`config.mk`:
```
export PLATFORM = sky130hd
export DESIGN_NAME = uart_axi_responder_flat
export DESIGN_NICKNAME = d
export VERILOG_FILES = /design/src/rtl/uart_axi_pkg.sv /design/src/rtl/uart_axi_responder_if.sv /design/src/rtl/byte_fifo.sv /design/src/rtl/uart_axi_responder.sv /design/src/flat_wrapper.sv
export SDC_FILE = /design/constraint.sdc
export NUM_CORES = 1
export LEC_CHECK = 0
export BUFFER_PORTS_ARGS = -buffer_cell sky130_fd_sc_hd__buf_2
export CAP_MARGIN = 20
export CORE_ASPECT_RATIO = 0.8
export CORE_UTILIZATION = 39
export DETAILED_ROUTE_END_ITERATION = 8
export SYNTH_ARGS = -nofsm -noshare
export SYNTH_HDL_FRONTEND = slang
export SYNTH_SLANG_ARGS = --single-unit
```
`constraint.sdc`:
```
create_clock -name clk -period 6.5 [get_ports clk]
set_input_delay 1.3 -clock clk [delete_from_list [all_inputs] [get_ports clk]]
set_output_delay 1.3 -clock clk [all_outputs]
set_load 0.02 [all_outputs]
```
`src/rtl/uart_axi_pkg.sv`:
```
// Shared definitions for the UARTlite-compatible AXI4-lite register map.
// Address values are common to uart_rx, uart_tx and uart_axi_responder.
package uart_axi_pkg;

  typedef enum logic [3:0] {
    RX_FIFO  = 4'h0,
    TX_FIFO  = 4'h4,
    STAT_REG = 4'h8,
    CTRL_REG = 4'hC
  } uart_addr_e;

  // STAT_REG bit positions
  localparam int STAT_RX_VALID = 0;
  localparam int STAT_RX_FULL  = 1;
  localparam int STAT_TX_EMPTY = 2;
  localparam int STAT_TX_FULL  = 3;
  localparam int STAT_INTR_EN  = 4;
  localparam int STAT_OVERRUN  = 5;
  localparam int STAT_FRAME    = 6;
  localparam int STAT_PARITY   = 7;

  // CTRL_REG bit positions
  localparam int CTRL_RST_TX  = 0;
  localparam int CTRL_RST_RX  = 1;
  localparam int CTRL_INTR_EN = 4;

  localparam logic [1:0] OKAY = 2'b00;

  typedef enum logic {
    R_IDLE,
    R_RESP
  } rd_state_e;

  typedef enum logic {
    W_COLLECT,
    W_RESP
  } wr_state_e;

endpackage

```
`src/rtl/uart_axi_responder_if.sv`:
```
// AXI4-lite bus between a uart_axi master and the responder.
// Handshake: a transfer happens on a rising clk edge where valid and ready are both 1; valid, once raised, holds its payload until that edge.
interface uart_axi_responder_if #(
  parameter int AW = 4
);
  logic [AW-1:0] uart_axi_araddr;
  logic          uart_axi_arvalid;
  logic          uart_axi_arready;
  logic [31:0]   uart_axi_rdata;
  logic [1:0]    uart_axi_rresp;
  logic          uart_axi_rvalid;
  logic          uart_axi_rready;
  logic [AW-1:0] uart_axi_awaddr;
  logic          uart_axi_awvalid;
  logic          uart_axi_awready;
  logic [31:0]   uart_axi_wdata;
  logic [3:0]    uart_axi_wstrb;
  logic          uart_axi_wvalid;
  logic          uart_axi_wready;
  logic [1:0]    uart_axi_bresp;
  logic          uart_axi_bvalid;
  logic          uart_axi_bready;

  uart_axi_pkg::rd_state_e dbg_rd_state;
  uart_axi_pkg::wr_state_e dbg_wr_state;

  modport slave (
    input  uart_axi_araddr, uart_axi_arvalid, uart_axi_rready,
    input  uart_axi_awaddr, uart_axi_awvalid, uart_axi_wdata, uart_axi_wstrb,
    input  uart_axi_wvalid, uart_axi_bready,
    output uart_axi_arready, uart_axi_rdata, uart_axi_rresp, uart_axi_rvalid,
    output uart_axi_awready, uart_axi_wready, uart_axi_bresp, uart_axi_bvalid,
    output dbg_rd_state, dbg_wr_state
  );

  modport master (
    output uart_axi_araddr, uart_axi_arvalid, uart_axi_rready,
    output uart_axi_awaddr, uart_axi_awvalid, uart_axi_wdata, uart_axi_wstrb,
    output uart_axi_wvalid, uart_axi_bready,
    input  uart_axi_arready, uart_axi_rdata, uart_axi_rresp, uart_axi_rvalid,
    input  uart_axi_awready, uart_axi_wready, uart_axi_bresp, uart_axi_bvalid,
    input  dbg_rd_state, dbg_wr_state
  );
endinterface

```
`src/rtl/byte_fifo.sv`:
```
// Byte FIFO with single-cycle flush; a push into a full FIFO succeeds only
// when a pop happens in the same cycle. dout reads 0 while empty.
module byte_fifo #(
  parameter int DEPTH = 16
) (
  input  logic                   clk,
  input  logic                   rst,
  input  logic                   push,
  input  logic                   pop,
  input  logic                   flush,
  input  logic [7:0]             din,
  output logic [7:0]             dout,
  output logic [$clog2(DEPTH):0] count,
  output logic                   full,
  output logic                   empty
);
  localparam int PW = $clog2(DEPTH);

  logic [PW-1:0] r_wp;
  logic [PW-1:0] r_rp;
  logic [PW:0]   r_count;
  logic [7:0]    r_mem [DEPTH];
  logic          w_do_push;
  logic          w_do_pop;

  assign count = r_count;
  assign full  = (r_count == (PW + 1)'(DEPTH));
  assign empty = (r_count == '0);
  assign dout  = empty ? 8'h00 : r_mem[r_rp];

  assign w_do_pop  = pop && !empty;
  assign w_do_push = push && (!full || w_do_pop);

  // Flush wins over any same-cycle push or pop.
  always_ff @(posedge clk or posedge rst) begin
    if (rst) begin
      r_wp    <= '0;
      r_rp    <= '0;
      r_count <= '0;
    end else if (flush) begin
      r_wp    <= '0;
      r_rp    <= '0;
      r_count <= '0;
    end else begin
      if (w_do_push) r_wp <= r_wp + 1'b1;
      if (w_do_pop)  r_rp <= r_rp + 1'b1;
      case ({w_do_push, w_do_pop})
        2'b10:   r_count <= r_count + 1'b1;
        2'b01:   r_count <= r_count - 1'b1;
        default: r_count <= r_count;
      endcase
    end
  end

  always_ff @(posedge clk) begin
    if (w_do_push && !flush) r_mem[r_wp] <= din;
  end
endmodule

```
`src/rtl/uart_axi_responder.sv`:
```
// AXI4-lite slave emulating the UARTlite register map, buffering bytes
// between the register interface and a byte-stream serial PHY.
module uart_axi_responder
  import uart_axi_pkg::*;
#(
  parameter int DEPTH = 16,
  parameter int AW    = 4
) (
  input  logic                clk,
  input  logic                rst,
  uart_axi_responder_if.slave bus,
  input  logic [7:0]          rx_byte,
  input  logic                rx_byte_valid,
  output logic [7:0]          tx_byte,
  output logic                tx_byte_valid,
  input  logic                tx_byte_ready,
  output logic                intr
);
  localparam int CW = $clog2(DEPTH) + 1;

  rd_state_e     r_rstate;
  rd_state_e     w_rstate_nxt;
  wr_state_e     r_wstate;
  wr_state_e     w_wstate_nxt;

  logic [AW-1:0] w_araddr;
  logic [AW-1:0] w_awaddr;
  uart_addr_e    w_ar_sel;
  logic          w_ar_hs;
  logic          w_aw_hs;
  logic          w_w_hs;
  logic          w_wr_exec;
  logic [31:0]   w_rd_word;
  logic [31:0]   r_rdata;
  logic [7:0]    w_stat;

  logic          r_aw_got;
  logic          r_w_got;
  uart_addr_e    r_waddr;
  logic [7:0]    r_wdata;
  logic          r_wstrb0;
  logic          w_wr_ctrl;

  logic          r_intr_en;
  logic          r_overrun;
  logic          w_ovr_set;
  logic          w_ovr_clr;
  logic          r_rx_valid_d;
  logic          r_tx_empty_d;
  logic          r_tx_pop_d;
  logic          r_intr;

  logic          w_rx_pop;
  logic          w_rx_push;
  logic          w_flush_rx;
  logic [7:0]    w_rx_dout;
  logic [CW-1:0] w_rx_count;
  logic          w_rx_full;
  logic          w_rx_empty;
  logic          w_tx_push;
  logic          w_tx_pop;
  logic          w_flush_tx;
  logic [CW-1:0] w_tx_count;
  logic          w_tx_full;
  logic          w_tx_empty;
  logic          w_unused;

  assign w_araddr = bus.uart_axi_araddr;
  assign w_awaddr = bus.uart_axi_awaddr;
  assign w_unused = &{1'b0, w_araddr, w_awaddr, bus.uart_axi_wdata[31:8],
                      bus.uart_axi_wstrb[3:1], w_rx_count, w_tx_count};

  // ---------------- read channel ----------------
  always_ff @(posedge clk or posedge rst) begin
    if (rst) r_rstate <= R_IDLE;
    else     r_rstate <= w_rstate_nxt;
  end

  always_comb begin
    w_rstate_nxt = r_rstate;
    w_ar_hs      = 1'b0;
    case (r_rstate)
      R_IDLE: begin
        if (bus.uart_axi_arvalid) begin
          w_ar_hs      = 1'b1;
          w_rstate_nxt = R_RESP;
        end
      end
      R_RESP: begin
        if (bus.uart_axi_rready) w_rstate_nxt = R_IDLE;
      end
      default: w_rstate_nxt = R_IDLE;
    endcase
  end

  always_comb begin
    w_stat                = '0;
    w_stat[STAT_RX_VALID] = !w_rx_empty;
    w_stat[STAT_RX_FULL]  = w_rx_full;
    w_stat[STAT_TX_EMPTY] = w_tx_empty;
    w_stat[STAT_TX_FULL]  = w_tx_full;
    w_stat[STAT_INTR_EN]  = r_intr_en;
    w_stat[STAT_OVERRUN]  = r_overrun;
    w_stat[STAT_FRAME]    = 1'b0;
    w_stat[STAT_PARITY]   = 1'b0;
  end

  // Side effects (RX pop, overrun clear) happen in the AR handshake cycle.
  always_comb begin
    w_rd_word = '0;
    w_rx_pop  = 1'b0;
    w_ovr_clr = 1'b0;
    w_ar_sel  = uart_addr_e'({w_araddr[3:2], 2'b00});
    if (w_ar_hs) begin
      case (w_ar_sel)
        RX_FIFO: begin
          if (!w_rx_empty) begin
            w_rd_word = {24'h0, w_rx_dout};
            w_rx_pop  = 1'b1;
          end
        end
        STAT_REG: begin
          w_rd_word = {24'h0, w_stat};
          w_ovr_clr = 1'b1;
        end
        default: w_rd_word = '0;
      endcase
    end
  end

  always_ff @(posedge clk or posedge rst) begin
    if (rst)          r_rdata <= '0;
    else if (w_ar_hs) r_rdata <= w_rd_word;
  end

  assign bus.uart_axi_arready = (r_rstate == R_IDLE);
  assign bus.uart_axi_rvalid  = (r_rstate == R_RESP);
  assign bus.uart_axi_rdata   = r_rdata;
  assign bus.uart_axi_rresp   = OKAY;
  assign bus.dbg_rd_state     = r_rstate;

  // ---------------- write channel ----------------
  always_ff @(posedge clk or posedge rst) begin
    if (rst) r_wstate <= W_COLLECT;
    else     r_wstate <= w_wstate_nxt;
  end

  always_comb begin
    w_wstate_nxt = r_wstate;
    w_wr_exec    = 1'b0;
    case (r_wstate)
      W_COLLECT: begin
        if (r_aw_got && r_w_got) begin
          w_wr_exec    = 1'b1;
          w_wstate_nxt = W_RESP;
        end
      end
      W_RESP: begin
        if (bus.uart_axi_bready) w_wstate_nxt = W_COLLECT;
      end
      default: w_wstate_nxt = W_COLLECT;
    endcase
  end

  assign bus.uart_axi_awready = (r_wstate == W_COLLECT) && !r_aw_got;
  assign bus.uart_axi_wready  = (r_wstate == W_COLLECT) && !r_w_got;
  assign bus.uart_axi_bvalid  = (r_wstate == W_RESP);
  assign bus.uart_axi_bresp   = OKAY;
  assign bus.dbg_wr_state     = r_wstate;

  assign w_aw_hs = bus.uart_axi_awready && bus.uart_axi_awvalid;
  assign w_w_hs  = bus.uart_axi_wready && bus.uart_axi_wvalid;

  // AW and W are captured independently; both flags clear once the write executes.
  always_ff @(posedge clk or posedge rst) begin
    if (rst) begin
      r_aw_got <= 1'b0;
      r_w_got  <= 1'b0;
      r_waddr  <= RX_FIFO;
      r_wdata  <= '0;
      r_wstrb0 <= 1'b0;
    end else begin
      if (w_aw_hs) begin
        r_aw_got <= 1'b1;
        r_waddr  <= uart_addr_e'({w_awaddr[3:2], 2'b00});
      end else if (w_wr_exec) begin
        r_aw_got <= 1'b0;
      end
      if (w_w_hs) begin
        r_w_got  <= 1'b1;
        r_wdata  <= bus.uart_axi_wdata[7:0];
        r_wstrb0 <= bus.uart_axi_wstrb[0];
      end else if (w_wr_exec) begin
        r_w_got <= 1'b0;
      end
    end
  end

  assign w_wr_ctrl  = w_wr_exec && r_wstrb0 && (r_waddr == CTRL_REG);
  assign w_tx_push  = w_wr_exec && r_wstrb0 && (r_waddr == TX_FIFO);
  assign w_flush_tx = w_wr_ctrl && r_wdata[CTRL_RST_TX];
  assign w_flush_rx = w_wr_ctrl && r_wdata[CTRL_RST_RX];

  // ---------------- FIFOs and PHY side ----------------
  assign w_rx_push     = rx_byte_valid;
  assign w_tx_pop      = tx_byte_valid && tx_byte_ready;
  assign tx_byte_valid = !w_tx_empty;

  byte_fifo #(.DEPTH(DEPTH)) u_rx_fifo (
    .clk   (clk),
    .rst   (rst),
    .push  (w_rx_push),
    .pop   (w_rx_pop),
    .flush (w_flush_rx),
    .din   (rx_byte),
    .dout  (w_rx_dout),
    .count (w_rx_count),
    .full  (w_rx_full),
    .empty (w_rx_empty)
  );

  byte_fifo #(.DEPTH(DEPTH)) u_tx_fifo (
    .clk   (clk),
    .rst   (rst),
    .push  (w_tx_push),
    .pop   (w_tx_pop),
    .flush (w_flush_tx),
    .din   (r_wdata),
    .dout  (tx_byte),
    .count (w_tx_count),
    .full  (w_tx_full),
    .empty (w_tx_empty)
  );

  // A byte lost to a full RX FIFO counts as overrun; one lost to a flush does not.
  assign w_ovr_set = rx_byte_valid && w_rx_full && !w_rx_pop && !w_flush_rx;

  always_ff @(posedge clk or posedge rst) begin
    if (rst) begin
      r_intr_en    <= 1'b0;
      r_overrun    <= 1'b0;
      r_rx_valid_d <= 1'b0;
      r_tx_empty_d <= 1'b1;
      r_tx_pop_d   <= 1'b0;
      r_intr       <= 1'b0;
    end else begin
      if (w_wr_ctrl) r_intr_en <= r_wdata[CTRL_INTR_EN];
      if (w_ovr_set)      r_overrun <= 1'b1;
      else if (w_ovr_clr) r_overrun <= 1'b0;
      r_rx_valid_d <= !w_rx_empty;
      r_tx_empty_d <= w_tx_empty;
      r_tx_pop_d   <= w_tx_pop;
      r_intr       <= r_intr_en &&
                      ((!w_rx_empty && !r_rx_valid_d) ||
                       (w_tx_empty && !r_tx_empty_d && r_tx_pop_d));
    end
  end

  assign intr = r_intr;
endmodule

```
`src/flat_wrapper.sv`:
```
// flat-port wrapper written by rule: the top's interface ports become plain ports
module uart_axi_responder_flat import uart_axi_pkg::*;
#(
  parameter int DEPTH = 16,
  parameter int AW    = 4
)
  (clk, rst, rx_byte, rx_byte_valid, tx_byte, tx_byte_valid, tx_byte_ready, intr, bus_uart_axi_araddr, bus_uart_axi_arvalid, bus_uart_axi_rready, bus_uart_axi_awaddr, bus_uart_axi_awvalid, bus_uart_axi_wdata, bus_uart_axi_wstrb, bus_uart_axi_wvalid, bus_uart_axi_bready, bus_uart_axi_arready, bus_uart_axi_rdata, bus_uart_axi_rresp, bus_uart_axi_rvalid, bus_uart_axi_awready, bus_uart_axi_wready, bus_uart_axi_bresp, bus_uart_axi_bvalid, bus_dbg_rd_state, bus_dbg_wr_state);
  uart_axi_responder_if #(.AW(AW)) bus_i ();
  input  logic clk;
  input  logic rst;
  input  logic [7:0] rx_byte;
  input  logic rx_byte_valid;
  output logic [7:0] tx_byte;
  output logic tx_byte_valid;
  input  logic tx_byte_ready;
  output logic intr;
  input wire logic [$bits(bus_i.uart_axi_araddr)-1:0] bus_uart_axi_araddr;
  input wire logic [$bits(bus_i.uart_axi_arvalid)-1:0] bus_uart_axi_arvalid;
  input wire logic [$bits(bus_i.uart_axi_rready)-1:0] bus_uart_axi_rready;
  input wire logic [$bits(bus_i.uart_axi_awaddr)-1:0] bus_uart_axi_awaddr;
  input wire logic [$bits(bus_i.uart_axi_awvalid)-1:0] bus_uart_axi_awvalid;
  input wire logic [$bits(bus_i.uart_axi_wdata)-1:0] bus_uart_axi_wdata;
  input wire logic [$bits(bus_i.uart_axi_wstrb)-1:0] bus_uart_axi_wstrb;
  input wire logic [$bits(bus_i.uart_axi_wvalid)-1:0] bus_uart_axi_wvalid;
  input wire logic [$bits(bus_i.uart_axi_bready)-1:0] bus_uart_axi_bready;
  output wire logic [$bits(bus_i.uart_axi_arready)-1:0] bus_uart_axi_arready;
  output wire logic [$bits(bus_i.uart_axi_rdata)-1:0] bus_uart_axi_rdata;
  output wire logic [$bits(bus_i.uart_axi_rresp)-1:0] bus_uart_axi_rresp;
  output wire logic [$bits(bus_i.uart_axi_rvalid)-1:0] bus_uart_axi_rvalid;
  output wire logic [$bits(bus_i.uart_axi_awready)-1:0] bus_uart_axi_awready;
  output wire logic [$bits(bus_i.uart_axi_wready)-1:0] bus_uart_axi_wready;
  output wire logic [$bits(bus_i.uart_axi_bresp)-1:0] bus_uart_axi_bresp;
  output wire logic [$bits(bus_i.uart_axi_bvalid)-1:0] bus_uart_axi_bvalid;
  output wire logic [$bits(bus_i.dbg_rd_state)-1:0] bus_dbg_rd_state;
  output wire logic [$bits(bus_i.dbg_wr_state)-1:0] bus_dbg_wr_state;
  assign bus_i.uart_axi_araddr = bus_uart_axi_araddr;
  assign bus_i.uart_axi_arvalid = bus_uart_axi_arvalid;
  assign bus_i.uart_axi_rready = bus_uart_axi_rready;
  assign bus_i.uart_axi_awaddr = bus_uart_axi_awaddr;
  assign bus_i.uart_axi_awvalid = bus_uart_axi_awvalid;
  assign bus_i.uart_axi_wdata = bus_uart_axi_wdata;
  assign bus_i.uart_axi_wstrb = bus_uart_axi_wstrb;
  assign bus_i.uart_axi_wvalid = bus_uart_axi_wvalid;
  assign bus_i.uart_axi_bready = bus_uart_axi_bready;
  assign bus_uart_axi_arready = bus_i.uart_axi_arready;
  assign bus_uart_axi_rdata = bus_i.uart_axi_rdata;
  assign bus_uart_axi_rresp = bus_i.uart_axi_rresp;
  assign bus_uart_axi_rvalid = bus_i.uart_axi_rvalid;
  assign bus_uart_axi_awready = bus_i.uart_axi_awready;
  assign bus_uart_axi_wready = bus_i.uart_axi_wready;
  assign bus_uart_axi_bresp = bus_i.uart_axi_bresp;
  assign bus_uart_axi_bvalid = bus_i.uart_axi_bvalid;
  assign bus_dbg_rd_state = bus_i.dbg_rd_state;
  assign bus_dbg_wr_state = bus_i.dbg_wr_state;
  uart_axi_responder #(.DEPTH(DEPTH), .AW(AW)) u_core (.clk(clk), .rst(rst), .bus(bus_i), .rx_byte(rx_byte), .rx_byte_valid(rx_byte_valid), .tx_byte(tx_byte), .tx_byte_valid(tx_byte_valid), .tx_byte_ready(tx_byte_ready), .intr(intr));
endmodule
```
# == Word level (Yosys, flattened, before mapping) ==
# Memories as Yosys holds them, arrays and structs flattened.
# Index checks and enable logic that the tools add are counted.
# word_totals
memories,2
word_cells,128
out_inout_bits,53
input_bits,61
mem_bits_rw,256
ff_bits,79
# op_classes
muxes,37
n_reduce_logical,50
add_sub_neg,8
n_bitwise,2
eq_ne,9
# memory_table
name,words,width,rd,rd_ports_with_merged_regs,wr,line,source
u_core.u_rx_fifo.r_mem,16,8,1,0,1,byte_fifo.sv:22,logic [7:0] r_mem [DEPTH];
u_core.u_tx_fifo.r_mem,16,8,1,0,1,byte_fifo.sv:22,
# ops
cell,count
$mux 4,8
$logic_and 1x1->1,24
$mux 1,20
$pmux 5 s2,2
$add 4x1->4 const B,4
$mux 8,2
$pmux 8 s2,1
$reduce_bool 2->1,7
$logic_not 1->1,11
$add 5x1->5 const B,2
$eq 5x5->1 const B,2
$logic_not 5->1,2
$mux 5,2
$sub 5x1->5 const B,2
$eq 2x2->1 const B,4
$eq 2x1->1 const B,3
$reduce_bool 3->1,2
$pmux 1 s2,2
$logic_or 1x1->1,3
$logic_not 2->1,1
$not 1->1,2

# == Logic depth before layout (Yosys ltp) ==
# depth
depth_word,10
ltp_mapped,10
depth_no_buf,10

# == Modules after synthesis ==
# Synthesis repeated with hierarchy kept, for this count alone.
# unflattened
cells_unflattened,764
hier_area_um2,13244.0
# by_module_without_submodules
module,area_per_inst_um2,instances,seq_area_each_um2,cells_per_inst
byte_fifo (u_core.u_rx_fifo),5916.9,1,4169.0,319
byte_fifo (u_core.u_tx_fifo),5858.1,1,4169.0,315
uart_axi_responder,1468.9,1,726.9,130

# == Worst setup path before layout ==
# Ideal clock, no wire load.
# synth_path
path_kind,input -> register
start,input bus_uart_axi_araddr[3]
end,register u_core.u_rx_fifo.r_count[4] (netlist: u_core.u_rx_fifo.count[4])
setup_time_ps,77
path_stages,10
required_time_ps,6423
arrival_time_ps,3561
path_buffers,1
setup_slack_ps,2861
path_cell_list,or4b_1 -> buf_2 -> a211oi_4 -> xor2_1 -> ha_1 -> or3_1 -> a21oi_1 -> mux2i_1 -> or3_1 -> a21oi_1
# synth_between
elab_chain_len,9
# synth_lines
element,line,source
"start, declared",flat_wrapper.sv:17,input wire logic [$bits(bus_i.uart_axi_araddr)-1:0] bus_uart_axi_araddr;
$logic_not 2->1 (*),uart_axi_responder.sv:115,case (w_ar_sel)
$mux 1 (*),uart_axi_responder.sv:115,
$mux 1 (*),uart_axi_responder.sv:114,if (w_ar_hs) begin
$logic_and 1x1->1 (*),byte_fifo.sv:31,assign w_do_pop = pop && !empty;
$logic_or 1x1->1,byte_fifo.sv:32,assign w_do_push = push && (!full || w_do_pop);
$logic_and 1x1->1,byte_fifo.sv:32,
$eq 2x1->1 / $eq 2x2->1 (equally long branches),byte_fifo.sv:47,"case ({w_do_push, w_do_pop})"
$pmux 5 s2,byte_fifo.sv:47,
$mux 5,byte_fifo.sv:40,end else if (flush) begin
"end signal, assigned",byte_fifo.sv:48,2'b10: r_count <= r_count + 1'b1;
"end signal, assigned",byte_fifo.sv:49,2'b01: r_count <= r_count - 1'b1;
"end signal, assigned",byte_fifo.sv:50,default: r_count <= r_count;
"end, declared",byte_fifo.sv:21,logic [PW:0] r_count;
# Mark *: on every way between the ends. The rest lies on a longest branch, timed or not.
# A chain may end at the register's enable or synchronous reset.

# == Final worst setup path ==
# layout_path
start,register u_core.u_tx_fifo.r_rp[0]
end,output tx_byte[6]
# layout_between
elab_chain_len,2
# layout_lines
element,line,source
"start, declared",byte_fifo.sv:20,logic [PW-1:0] r_rp;
"start signal, assigned",byte_fifo.sv:46,if (w_do_pop) r_rp <= r_rp + 1'b1;
$mem_v2 16x8,--,
$mux 8,byte_fifo.sv:29,assign dout = empty ? 8'h00 : r_mem[r_rp];
"end, declared",flat_wrapper.sv:13,output logic [7:0] tx_byte;
# Every way passes these cells.

==> reports/metrics.yaml <==
setup_path:
  crit_path_start_kind: "flip-flop"
  critPathArrivalTime_ps: 3100
  reg2reg_depth: 5
  rr_endpoint: "u_core.u_tx_fifo.r_mem[1][5]"
  endpoint_kind: "primary output"
  cp.required_ps: 5200
  startpoint: "u_core.u_tx_fifo.r_rp[0]"
  setup.worst_path.end: "tx_byte[6]"
  path_class: "flip-flop to primary output"
  worstPathMaxFanout: 24
  r2r_setup_slack_ps: 3450
  r2r_start: "u_core.bus.dbg_wr_state"
clock_network:
  cts.sinks: 311
  cts_buffers: 31
  clock_latency_ps: 560
  cts_buffer_depth: 3
  ctsResizeCount: 0
  clkSlewWorstSetupHoldPaths_ps: 60
  htree_levels: 1
  clock-root-buffer: "clkbuf_16"
  cts_setup_buffers: 0
  cts_tree: "yes"
  postCtsHoldBufs: 0
pwr:
  clkPwrFrac_pct: 28.6
  ir_drop_v: 0.000249
  seqPwrFrac_pct: 44.8
  power_frac_comb_pct: 26.6
  sw_frac_of_total_pct: 30.5
  net-switching-power_uw: 1920
  power_uw: 6300
  internal-power_uw: 4380
  power.leakage_uw: 0.00512
  power.density_nw_per_um2: 431
logic_synthesis:
  synth_most_common_cell: "edfxtp_1"
  syn_area_sq_um: 13000
  synth_cell_types: 58
  async_flop_share_pct: 17.7
  yosys_warnings: 0
  yosysTopAreaCellShare_pct: 59.3
  synth_seq_area_share_pct: 69.9
  synthCells: 744
  synth_area_leader_cell: "edfxtp_1"
  synth_area_leaders: "edfxtp_1 59%, mux4_2 12%, dfrtp_1 10%, buf_4 1.7%, and2_1 1.5%"
  synth_seq_cells: 311
  synthFlopType: "edfxtp_1"
  avgSynthCellArea_sq_um: 17.4
  synth_edf_count: 256
  synth_commonest_cells: "256 x edfxtp_1, 71 x mux4_2, 54 x dfrtp_1"
global_routing:
  track_usage_pct: 16.2
  grt_max_degree: 56
  grt_pass1_vias: 6422
  grt_first_pass_wirelength_um: 40200
  grt_antenna_before_repair: 0
  grt_overflow: 0
layout:
  layout-drive-gt1-share_pct: 24.5
  final_nets: 882
  n_antenna_cell: 0
  area_delta_synth_final_pct: 12.6
place:
  gp_congestion: 0.749
  dp_hpwl_um: 16700
  port_buffers: 54
  dp_slack_ps: 2450
timing:
  setup_slack_ps: 2100
  tightest_slew_ps: 1040
  finalCriticalPeriod_ps: 4400
  fmax_ghz: 0.227
  skew_ps: 7.55
  maxSlewHeadroom_pct: 30.4
  tns_ps: 0
  rsz0062_at_grt: "false"
  finalSetupViolCount: 0
  drv_slew: 0
  post-route-period-util_pct: 67.7
  hold_violations: 0
route:
  routed_via_density: 5.21
  wl_per_cell_um: 21.2
  vias: 6549
  drtAntennaViolNets: 0
  remaining_drc_errors: 0
  firstDrtPassIters: 4
  drtIter0Drc: 546
  totalWireLength_um: 26600
floorplanning:
  dieHeight_um: 165
  core_area_sq_um: 32600
  ioPinCount: 114
  fp.dieW_um: 206
  die-area_sq_um: 34000
  start_util_pct: 39.8
  rows: 59
flow_run:
  max-cap-violations: 0
run_status:
  status: "complete, no violations"
min_path:
  hold_path.class: "flip-flop to flip-flop"
## metrics by stage
step	util, %	instances	area [sq um]	hold slack, ps
finish	44.8	1256	14600	512
CTS	44.8	1256	14600	511
floorplan	-	771	13100	481
global route	44.8	1256	14600	538
global placement	41.7	1199	13600	492
detailed placement	41.7	1199	13600	492
## registers in the layout (all words and copies together) (netlist names), 2 cells and up
signal                     flops
u_core.u_rx_fifo.count         5
u_core.u_tx_fifo.r_mem       128
u_core.u_rx_fifo.r_rp          4
u_core.u_tx_fifo.r_rp          4
u_core.u_tx_fifo.count         5
u_core.u_rx_fifo.r_wp          4
u_core.u_rx_fifo.r_mem       128
u_core.r_wdata                 8
u_core.u_tx_fifo.r_wp          4
u_core.bus.uart_axi_rdata      8
u_core.r_waddr                 2
## critical path, stage by stage (launching register included)
cell and delay [ps]:
dfrtp_2 600, buf_4 510, mux4_2 570, mux4_2 500, and2_1 170, buf_2 150
## layout by cell type (no fill, tap or decap), types with 3 or more instances in the layout
cell / n
nor2b_1: 7
and4_1: 4
a221o_1: 3
xnor2_1: 7
ha_1: 15
xor2_1: 7
a31oi_1: 3
a21oi_1: 15
nand3_1: 18
mux4_2: 71
mux2i_1: 10
and2_1: 31
buf_2: 54
bufinv_16: 5
buf_4: 9
clkbuf_1: 6
clkbuf_16: 31
clkinv_1: 6
inv_1: 18
clkinv_2: 8
conb_1: 28
mux2_2: 15
edfxtp_1: 256
and3_1: 10
nor3_1: 5
o21ai_0: 10
nand2b_1: 3
a22oi_1: 7
nand2_1: 40
dfrtp_1: 52
or3_1: 5
nor2_1: 29
## area by class of cell
cell class | instances | area [sq um]
flip-flops and latches | 311 | 9070
inverters | 19 | 71.3
well taps | 427 | 534
clock inverters | 20 | 220
fillers | 2830 | 18000
multi-input cells | 379 | 3580
clock buffers | 37 | 798
repair buffers | 63 | 338
## cells by family after synthesis
logic type,Yosys count,share of synthesized area (%)
flip-flops,311,69.9
AND/OR/NAND/NOR,168,6.80
multiplexers,96,14.4
buffers and inverters,81,3.30
AO/OA/AOI/OAI,57,3.06
adder cells (fa/ha/maj),16,1.60
XOR/XNOR,14,0.945
other,1,0.0289
## metal layers
| layer | wire [um] | track usage [%] | part of all wire, % |
|---|---|---|---|
| met2 | 11800 | 23.9 | 44 |
| met1 | 13100 | 24.9 | 49 |
| met4 | 501 | 4.08 | 1.9 |
| met5 | 0 | 0 | 0 |
| met3 | 1180 | 2.90 | 4.4 |
## power by group through the flow
stage	combinational [uW]	clock, uW	sequential [uW]
floorplan	1330	0	2740
global route	1850	1910	2870
detailed placement	1700	0	2870
global placement	1690	0	2860
finish	1680	1800	2830
CTS	1710	1830	2830
## how the worst min path moves through the flow
stage,start,endpoint,slack [ps],cells after the start
floorplan,u_core.r_rx_valid_d,u_core.intr,480,2
global route,u_core.bus.uart_axi_rdata[6],u_core.bus.uart_axi_rdata[6],540,1
CTS,u_core.bus.uart_axi_rdata[6],u_core.bus.uart_axi_rdata[6],510,1
finish,u_core.bus.uart_axi_rdata[7],u_core.bus.uart_axi_rdata[7],510,1
detailed placement,u_core.bus.uart_axi_rdata[6],u_core.bus.uart_axi_rdata[6],490,1
global placement,u_core.bus.uart_axi_rdata[6],u_core.bus.uart_axi_rdata[6],490,1
No activity file was read; power rests on OpenSTA's default activity.
